`config.mk`:
```
export PLATFORM = sky130hd
export DESIGN_NAME = jtag_gpr_access
export DESIGN_NICKNAME = d
export VERILOG_FILES = /design/src/rtl/jtag_gpr_access_pkg.sv /design/src/rtl/jtag_gpr_access.sv
export SDC_FILE = /design/constraint.sdc
export NUM_CORES = 1
export LEC_CHECK = 0
export ABC_AREA = 1
export CAP_MARGIN = 25
export CORE_MARGIN = 2
export CORE_UTILIZATION = 25
export DETAILED_ROUTE_END_ITERATION = 12
export PLACE_DENSITY = 0.46
export SLEW_MARGIN = 20
export SYNTH_ARGS = -nofsm -noshare
export SYNTH_HDL_FRONTEND = slang
export SYNTH_SLANG_ARGS = --single-unit
export TNS_END_PERCENT = 30
```
`constraint.sdc`:
```
create_clock -name clk -period 3.6 [get_ports clk]
set_clock_uncertainty 0.2 [all_clocks]
set_input_delay 0.54 -clock clk [delete_from_list [all_inputs] [get_ports clk]]
set_output_delay 0.54 -clock clk [all_outputs]
set_load 0.05 [all_outputs]
```
`src/rtl/jtag_gpr_access_pkg.sv`:
```
// Shared widths, debug op encodings and FSM state type for the JTAG GPR access initiator.
package jtag_gpr_access_pkg;

    localparam int unsigned REG_ADDR_WIDTH = 5;
    localparam int unsigned REG_DATA_WIDTH = 32;

    localparam logic JTAG_OP_READ  = 1'b0;
    localparam logic JTAG_OP_WRITE = 1'b1;

    typedef enum logic [2:0] {
        ST_IDLE,
        ST_READ,
        ST_WRITE,
        ST_VERIFY,
        ST_RESP
    } jtag_state_e;

endpackage

```
`src/rtl/jtag_gpr_access.sv`:
```
// Debug-side initiator for the GPR file JTAG port: one command at a time, write retry on
// core-write collisions, read-back after a successful write, registered outputs throughout.
module jtag_gpr_access
    import jtag_gpr_access_pkg::*;
#(
    parameter int unsigned ADDR_W    = REG_ADDR_WIDTH,
    parameter int unsigned DATA_W    = REG_DATA_WIDTH,
    parameter int unsigned MAX_RETRY = 4
) (
    input  logic              clk,
    input  logic              rst,
    input  logic              dm_req_valid_i,
    output logic              dm_req_ready_o,
    input  logic              dm_req_op_i,
    input  logic [ADDR_W-1:0] dm_req_addr_i,
    input  logic [DATA_W-1:0] dm_req_data_i,
    output logic              dm_rsp_valid_o,
    input  logic              dm_rsp_ready_i,
    output logic [DATA_W-1:0] dm_rsp_data_o,
    output logic              dm_rsp_err_o,
    input  logic              core_we_i,
    input  logic [ADDR_W-1:0] core_waddr_i,
    output logic              reg_we_o,
    output logic [ADDR_W-1:0] reg_addr_o,
    output logic [DATA_W-1:0] reg_wdata_o,
    input  logic [DATA_W-1:0] reg_rdata_i
);

    localparam int unsigned      CNT_W     = $clog2(MAX_RETRY + 1);
    localparam logic [CNT_W-1:0] CNT_LIMIT = CNT_W'(MAX_RETRY);

    jtag_state_e       state_q, state_d;
    logic              op_q, op_d;
    logic [ADDR_W-1:0] addr_q, addr_d;
    logic [DATA_W-1:0] data_q, data_d;
    logic [CNT_W-1:0]  retry_q, retry_d;
    logic [CNT_W-1:0]  retry_next;

    logic              req_ready_q, req_ready_d;
    logic              rsp_valid_q, rsp_valid_d;
    logic [DATA_W-1:0] rsp_data_q, rsp_data_d;
    logic              rsp_err_q, rsp_err_d;
    logic              reg_we_q, reg_we_d;
    logic [ADDR_W-1:0] reg_addr_q, reg_addr_d;
    logic [DATA_W-1:0] reg_wdata_q, reg_wdata_d;

    logic collision;

    // Any non-x0 core write wins the register file port, whatever its address.
    assign collision = core_we_i && (core_waddr_i != '0);

    always_comb begin
        state_d    = state_q;
        op_d       = op_q;
        addr_d     = addr_q;
        data_d     = data_q;
        retry_d    = retry_q;
        rsp_data_d = rsp_data_q;
        rsp_err_d  = rsp_err_q;
        retry_next = (retry_q == CNT_LIMIT) ? retry_q : retry_q + CNT_W'(1);

        case (state_q)
            ST_IDLE: begin
                if (dm_req_valid_i && req_ready_q) begin
                    op_d    = dm_req_op_i;
                    addr_d  = dm_req_addr_i;
                    data_d  = dm_req_data_i;
                    retry_d = '0;
                    if (dm_req_op_i == JTAG_OP_READ) begin
                        state_d = ST_READ;
                    end else if (dm_req_addr_i == '0) begin
                        rsp_data_d = '0;
                        rsp_err_d  = 1'b0;
                        state_d    = ST_RESP;
                    end else begin
                        state_d = ST_WRITE;
                    end
                end
            end
            ST_READ: begin
                rsp_data_d = reg_rdata_i;
                rsp_err_d  = 1'b0;
                state_d    = ST_RESP;
            end
            ST_WRITE: begin
                if (collision) begin
                    retry_d = retry_next;
                    if (retry_next == CNT_LIMIT) begin
                        rsp_data_d = data_q;
                        rsp_err_d  = (op_q == JTAG_OP_WRITE);
                        state_d    = ST_RESP;
                    end
                end else begin
                    state_d = ST_VERIFY;
                end
            end
            ST_VERIFY: begin
                rsp_data_d = reg_rdata_i;
                rsp_err_d  = 1'b0;
                state_d    = ST_RESP;
            end
            ST_RESP: begin
                if (rsp_valid_q && dm_rsp_ready_i) begin
                    rsp_data_d = '0;
                    rsp_err_d  = 1'b0;
                    state_d    = ST_IDLE;
                end
            end
            default: state_d = ST_IDLE;
        endcase

        // Outputs are registered images of the next state, so they line up with state_q.
        req_ready_d = (state_d == ST_IDLE);
        rsp_valid_d = (state_q == ST_RESP) && (state_d == ST_RESP);
        reg_we_d    = (state_d == ST_WRITE);
        reg_addr_d  = (state_d == ST_IDLE) ? '0 : addr_d;
        reg_wdata_d = (state_d == ST_WRITE) ? data_d : '0;
    end

    always_ff @(posedge clk or posedge rst) begin
        if (rst) begin
            state_q     <= ST_IDLE;
            op_q        <= 1'b0;
            addr_q      <= '0;
            data_q      <= '0;
            retry_q     <= '0;
            req_ready_q <= 1'b0;
            rsp_valid_q <= 1'b0;
            rsp_data_q  <= '0;
            rsp_err_q   <= 1'b0;
            reg_we_q    <= 1'b0;
            reg_addr_q  <= '0;
            reg_wdata_q <= '0;
        end else begin
            state_q     <= state_d;
            op_q        <= op_d;
            addr_q      <= addr_d;
            data_q      <= data_d;
            retry_q     <= retry_d;
            req_ready_q <= req_ready_d;
            rsp_valid_q <= rsp_valid_d;
            rsp_data_q  <= rsp_data_d;
            rsp_err_q   <= rsp_err_d;
            reg_we_q    <= reg_we_d;
            reg_addr_q  <= reg_addr_d;
            reg_wdata_q <= reg_wdata_d;
        end
    end

    assign dm_req_ready_o = req_ready_q;
    assign dm_rsp_valid_o = rsp_valid_q;
    assign dm_rsp_data_o  = rsp_data_q;
    assign dm_rsp_err_o   = rsp_err_q;
    assign reg_we_o       = reg_we_q;
    assign reg_addr_o     = reg_addr_q;
    assign reg_wdata_o    = reg_wdata_q;

endmodule

```
==> results.sh, run 1 <==
export IMPL_status="complete, no violations"
export IMPL_synth_compound_area_share_pct=14.2
export IMPL_drt_pass1_iterations=4
export IMPL_finalSetupViolCount=0
export IMPL_clock_root_buffer="clkbuf_16"
export IMPL_yosysWarnings=0
export IMPL_critPathKind="reg -> reg"
export IMPL_seq_area_frac_synth_pct=61.4
export IMPL_synth_top_area_cell="dfrtp_1"
export IMPL_rsz0062_at_grt="false"
export IMPL_use_met3_pct=3.87
export IMPL_synth_main_ff_cell="dfrtp_1"
export IMPL_routed_wl_um=13200
export IMPL_synth_adder_area_share_pct=0.524
export IMPL_tightestPinTransition_ns=0.917
export IMPL_multi_input_area_um2=1490
export IMPL_htree_levels=4
export IMPL_ys_types=25
export IMPL_syn2layout_area_growth_pct=49.1
export IMPL_worstPathMaxFanout=33
export IMPL_io_pin_count=153
export IMPL_postSynthAreaPerCell_um2=10.3
export IMPL_maxCapViolations=0
export IMPL_fin_nets=698
export IMPL_rows=50
export IMPL_synth_mux_area_share_pct=0
export IMPL_synthMostInstantiatedCell="dfrtp_1"
export IMPL_peakVddDrop_mv=0.355
export IMPL_vias_per_cell=4.32
export IMPL_hold_buffers=0
export IMPL_grt_pass1_wl_um=21100
export IMPL_numCtsBuffers=17
export IMPL_fill_cells=1844
export IMPL_crit_path_start_kind="flip-flop"
export IMPL_synth_commonest_cells="dfrtp_1 (117), nand2_1 (55), inv_1 (50), nor2_1 (48)"
export IMPL_die_w_um=142
export IMPL_num_vias=3728
export IMPL_synthesis_area_um2=4770
export IMPL_ff2ff_path_depth=7
export IMPL_synth_xor_area_share_pct=0
export IMPL_gr_total_overflow=0
export IMPL_fin_crit_sh_pct=65.9
export IMPL_fin_crit_ns=2.37
export IMPL_core_um2=18700
export IMPL_portBuffers=152
export IMPL_synth_async_reset_ratio_pct=100
export IMPL_ys_seq_elements=117
export IMPL_drv_slew=0
export IMPL_synth_cells=464
export IMPL_synth_area_leaders="dfrtp_1 (61%), a22oi_1 (5.0%), nand2_1 (4.3%)"
export IMPL_clock_latency_ns=0.41
export IMPL_clkTransAtPathRegs_ns=0.05
export IMPL_first_global_vias=3978
export IMPL_max_slew_margin_rel_pct=38.7
export IMPL_cellLeakagePower_nw=3.14
export IMPL_final_seq_area_um2=2930
export IMPL_worst_path_max_delay_cell="nor2_4"
export IMPL_start_util_pct=25.5
export IMPL_drt_antenna_violating_nets=0
export IMPL_clkSinkCount=117
export IMPL_path_cells="inv_2 -> nand2_1 -> nor2_4 -> nand2_2 -> nand2_1 -> nand2_2 -> nor2_1"
export IMPL_hold_viol_final=0
export IMPL_antenna_found_initial=0
export IMPL_drt_iter0_markers=177
export IMPL_worstPathRequired_ns=3.72
export IMPL_n_antenna_cell=0
export IMPL_clk_path_buf_depth=2
export IMPL_synthesis_nets=546
export IMPL_synth_top_family_by_area="simple AND/OR/NAND/NOR gates"
export IMPL_cp_end_kind="flip-flop"
export IMPL_tns_ns=0
export IMPL_slowest_delay_ns=0.46
export IMPL_die_h_um=142
export IMPL_min_path_cells=2
export IMPL_cts_setup_buffers=0
export IMPL_grt_use_met2_pct=22.7
export IMPL_wire_per_inst_um=15.3
export IMPL_grt_busiest_layer="met2"
export IMPL_grtUsageTotal_pct=13.7
export IMPL_gp_congestion=0.704
export IMPL_grt_max_degree=68
export IMPL_cts_tree="done"
export IMPL_yosysTopAreaCellShare_pct=61.4
export IMPL_die_area_um2=20200
export IMPL_critPathArrivalTime_ns=2.49
export IMPL_yosys_area_share_simple_pct=16.0
export IMPL_route_detailed_drc=0
export IMPL_ctsResizeCount=0
export IMPL_dp_hpwl_um=8670
export IMPL_hold_class="reg -> reg"
export IMPL_met1_usage_pct=17.0
export IMPL_synth_edf_count=0
export IMPL_fmax_mhz=421
export IMPL_p_per_area_nw_per_um2=961
export IMPL_drive_gt1_share_pct=15.9
export IMPL_p_total_mw=6.84
layer usage:
metal / wire [um] / vias up / share of wire [%]
met1: 5800 / 1804 / 44
li1: - / 1804 / -
met5: 0 / - / 0
met2: 6450 / 105 / 49
met4: 204 / 0 / 1.5
met3: 736 / 15 / 5.6
cells by family (layout without fill, tap and decap cells):
family | Yosys count | count (layout)
buffers and inverters | 77 | 242
flip-flops | 117 | 117
AND/OR/NAND/NOR | 161 | 161
adder cells (fa/ha/maj) | 2 | 2
AO/OA/AOI/OAI | 107 | 107
worst paths after layout:
check                           startpoint  slack (ns)          endpoint
worst min register to register        op_q        0.28              op_q
worst max register to register  state_q[2]        1.23    reg_wdata_o[3]
min in group asynchronous              rst        0.49  dm_rsp_data_o[0]
worst min-delay path                  op_q        0.28              op_q
worst max-delay path            state_q[2]        1.23    reg_wdata_o[3]
max in group asynchronous              rst        2.03   reg_wdata_o[17]
per-stage QoR:
step,utilization [%],hold slack (ns),cells,setup slack (ns),instance area [um^2]
after floorplan,-,0.242,464,1.43,4780
final,38.0,0.277,863,1.23,7110
after global routing,38.0,0.302,863,0.996,7110
after detailed placement,34.6,0.272,831,0.982,6470
after CTS,38.0,0.286,863,1.18,7110
after global placement,34.6,0.272,831,1.05,6470
layout make-up:
cell class | instances | area share [%]
Clock inverter | 9 | 2.44
Multi-Input combinational cell | 270 | 20.9
Clock buffer | 23 | 6.58
Sequential cell | 117 | 41.2
Tap cell | 234 | 4.12
Timing Repair Buffer | 158 | 22.0
Inverter | 52 | 2.80
power breakdown:
part           internal (mW)  switching, mW  total (mW)
logic                  0.981           1.99        2.97
registers               1.79          0.226        2.02
clock network           1.26          0.588        1.85
flip-flops by register name, indices dropped and copies added, names as in the netlist, 3 cells and up:
name and count:
retry_q 3, reg_addr_o 5, addr_q 5, dm_rsp_data_o 32
data_q 32, reg_wdata_o 32, state_q 3
critical path: cells and delay by family (launching register included):
kind | cells | cell delay, ns
buffers and inverters | 1 | 0.12
flip-flops | 1 | 0.44
AND/OR/NAND/NOR | 6 | 1.52
cells in the final DEF (no fill, tap or decap):
cell / Yosys / final
clkdlybuf4s50_1: 0 / 152
dfrtp_1: 117 / 117
nand2_1: 55 / 55
inv_1: 50 / 48
nor2_1: 48 / 46
a22oi_1: 32 / 32
o21ai_1: 32 / 32
or2_2: 32 / 32
o21ai_0: 25 / 25
clkbuf_16: 0 / 17
o21ai_2: 15 / 15
nand3_1: 8 / 8
buf_4: 0 / 6
nor2_4: 2 / 5
or2_0: 5 / 5
bufinv_16: 0 / 5
nand2_2: 4 / 4
clkbuf_1: 4 / 4
inv_2: 2 / 3
clkinv_2: 0 / 3
nor2_2: 3 / 2
o22ai_1: 2 / 2
ha_1: 2 / 2
clkbuf_8: 0 / 2
nand2_4: 1 / 1
nor3_2: 1 / 1
nand3_2: 1 / 1
nand3b_1: 1 / 1
a21oi_2: 1 / 1
clkinvlp_4: 0 / 1
clkinv_4: 0 / 1
No activity file was read; power rests on OpenSTA's default activity.
==> run 2: changes to the inputs <==
--- a/config.mk
+++ b/config.mk
@@ -10,7 +10,7 @@
 export CORE_MARGIN = 2
 export CORE_UTILIZATION = 25
 export DETAILED_ROUTE_END_ITERATION = 12
-export PLACE_DENSITY = 0.46
+export PLACE_DENSITY = 0.45
 export SLEW_MARGIN = 20
 export SYNTH_ARGS = -nofsm -noshare
 export SYNTH_HDL_FRONTEND = slang
==> constraint.sdc (replaced) <==
create_clock -name clk -period 2.3 [get_ports clk]
set_clock_uncertainty 0.2 [all_clocks]
set_input_delay 0.345 -clock clk [delete_from_list [all_inputs] [get_ports clk]]
set_output_delay 0.345 -clock clk [all_outputs]
set_load 0.05 [all_outputs]
==> run 2 against run 1 <==
Net effect:
- non-clock buffer count grew 7
- power grew 55%
- critical path depth shrank 6
- global-route usage shrank 0.52 points
- first-iteration DRC count shrank 4.0%
- routed wire length shrank 2.1%
- count of clock-buffer cells in the layout grew 2
- critical path type is now reg -> out
- sequential power grew 55%
- final cell count grew 0.81%
- worst hold slack lost 0.0041 ns
- flip-flop and latch count is the same
- register-to-register slack lost 0.94 ns
==> results.sh, run 2 (synthesis results as in run 1) <==
export IMPL_startpoint="dm_rsp_data_o[27]"
export IMPL_clk_path_buf_depth=2
export IMPL_crit_buf_inv=1
export IMPL_worst_path_max_delay_cell="clkdlybuf4s50_1"
export IMPL_tns_ns=0
export IMPL_ctsResizeCount=0
export IMPL_use_met3_pct=4.41
export IMPL_tightestPinTransition_ns=0.648
export IMPL_slowest_delay_ns=0.82
export IMPL_cp_end_kind="output port"
export IMPL_start_util_pct=25.5
export IMPL_grt_use_met2_pct=21.9
export IMPL_portBuffers=152
export IMPL_status="complete, no violations"
export IMPL_rr_startpoint="retry_q[0]"
export IMPL_grt_max_degree=118
export IMPL_worstReg2RegEnd="reg_wdata_o[0]"
export IMPL_cp_depth=1
export IMPL_cellLeakagePower_nw=3.18
export IMPL_drive_gt1_share_pct=17.1
export IMPL_hold_viol_final=0
export IMPL_htree_levels=4
export IMPL_hold_slack_ns=0.273
export IMPL_fin_crit_sh_pct=93.3
export IMPL_max_slew_margin_rel_pct=56.8
export IMPL_dp_hpwl_um=8870
export IMPL_die_h_um=142
export IMPL_worstPathRequired_ns=1.75
export IMPL_p_per_area_nw_per_um2=1480
export IMPL_syn2layout_area_growth_pct=50.7
export IMPL_first_global_vias=3925
export IMPL_core_um2=18700
export IMPL_grtUsageTotal_pct=13.2
export IMPL_num_vias=3711
export IMPL_path_cells="clkdlybuf4s50_1"
export IMPL_die_w_um=142
export IMPL_rows=50
export IMPL_maxCapViolations=0
export IMPL_min_from="op_q"
export IMPL_fin_crit_ns=2.15
export IMPL_die_area_um2=20200
export IMPL_fin_nets=705
export IMPL_grt_pass1_wl_um=20300
export IMPL_postLayoutCoreUtil_pct=38.5
export IMPL_ff2ff_path_depth=12
export IMPL_antenna_found_initial=0
export IMPL_min_path_cells=2
export IMPL_worstPathMaxFanout=2
export IMPL_fmax_mhz=466
export IMPL_drv_slew=0
export IMPL_drt_iter0_markers=170
export IMPL_clock_latency_ns=0.41
export IMPL_clkSinkCount=117
export IMPL_p_total_mw=10.6
export IMPL_critPathKind="reg -> out"
export IMPL_crit_path_start_kind="flip-flop"
export IMPL_dp_cells=838
export IMPL_critical_path_top_delay_family="buffers and inverters"
export IMPL_grt_busiest_layer="met2"
export IMPL_met1_usage_pct=15.9
export IMPL_n_antenna_cell=0
export IMPL_hold_buffers=0
export IMPL_hold_class="reg -> reg"
export IMPL_vias_per_cell=4.27
export IMPL_numCtsBuffers=17
export IMPL_cts_setup_buffers=0
export IMPL_gr_total_overflow=0
export IMPL_whs_endpoint="op_q"
export IMPL_route_detailed_drc=0
export IMPL_finalSetupViolCount=0
export IMPL_peakVddDrop_mv=0.721
export IMPL_gp_congestion=0.698
export IMPL_drt_pass1_iterations=5
export IMPL_wire_per_inst_um=14.8
export IMPL_final_common_cell="clkdlybuf4s50_1"
export IMPL_cts_tree="done"
export IMPL_rsz0062_at_grt="false"
export IMPL_routed_wl_um=12900
export IMPL_reg2reg_slack_ns=0.29
export IMPL_clock_root_buffer="clkbuf_16"
export IMPL_critPathArrivalTime_ns=1.60
export IMPL_drt_antenna_violating_nets=0
export IMPL_io_pin_count=153
export IMPL_instances_no_fill=870
export IMPL_final_cell_mix="clkdlybuf4s50_1 (151), dfrtp_1 (117), nand2_1 (55), inv_1 (48), nor2_1 (46)"
export IMPL_clkTransAtPathRegs_ns=0.05
[run 2: worst min-delay path, delay by kind of cell, from the launching register on]
family        cells  cell delay, ns
flops             1            0.34
simple gates      2            0.10
[run 2: stage by stage]
stage,setup slack [ns],area (um^2)
2_1_floorplan,0.328,4780
3_3_place_gp,0.194,6590
3_5_place_dp,0.175,6590
4_1_cts,0.124,7190
5_1_grt,0.0891,7190
6_report,0.154,7190
[run 2: per-layer routing]
layer | vias up | routed length, um
met1 | 1781 | 5620
met4 | 0 | 205
li1 | 1821 | -
met2 | 95 | 6310
met3 | 14 | 783
met5 | - | 0
[run 2: final cells by class]
cell class	instances	area, um^2
clock buffer	25	515
clock inverter	7	92.6
fill	1889	11500
inverter	52	199
multi-input combinational	270	1490
sequential	117	2930
tap	234	293
timing repair buffer	165	1680
[run 2: worst max-delay path by stage]
stage | endpoint | slack [ns]
after global routing | dm_rsp_data_o[15] | 0.09
after global placement | reg_addr_o[4] | 0.19
after CTS | dm_rsp_data_o[27] | 0.12
after detailed placement | reg_addr_o[4] | 0.18
final | dm_rsp_data_o[27] | 0.15
after floorplan | addr_q[0] | 0.33
[run 2: report_power, final]
part / switching, mW / leakage, nW / internal (mW)
clock: 0.914 / 0.292 / 1.76
combinational: 3.11 / 1.40 / 1.70
sequential: 0.336 / 1.49 / 2.81
total: 4.36 / 3.18 / 6.27
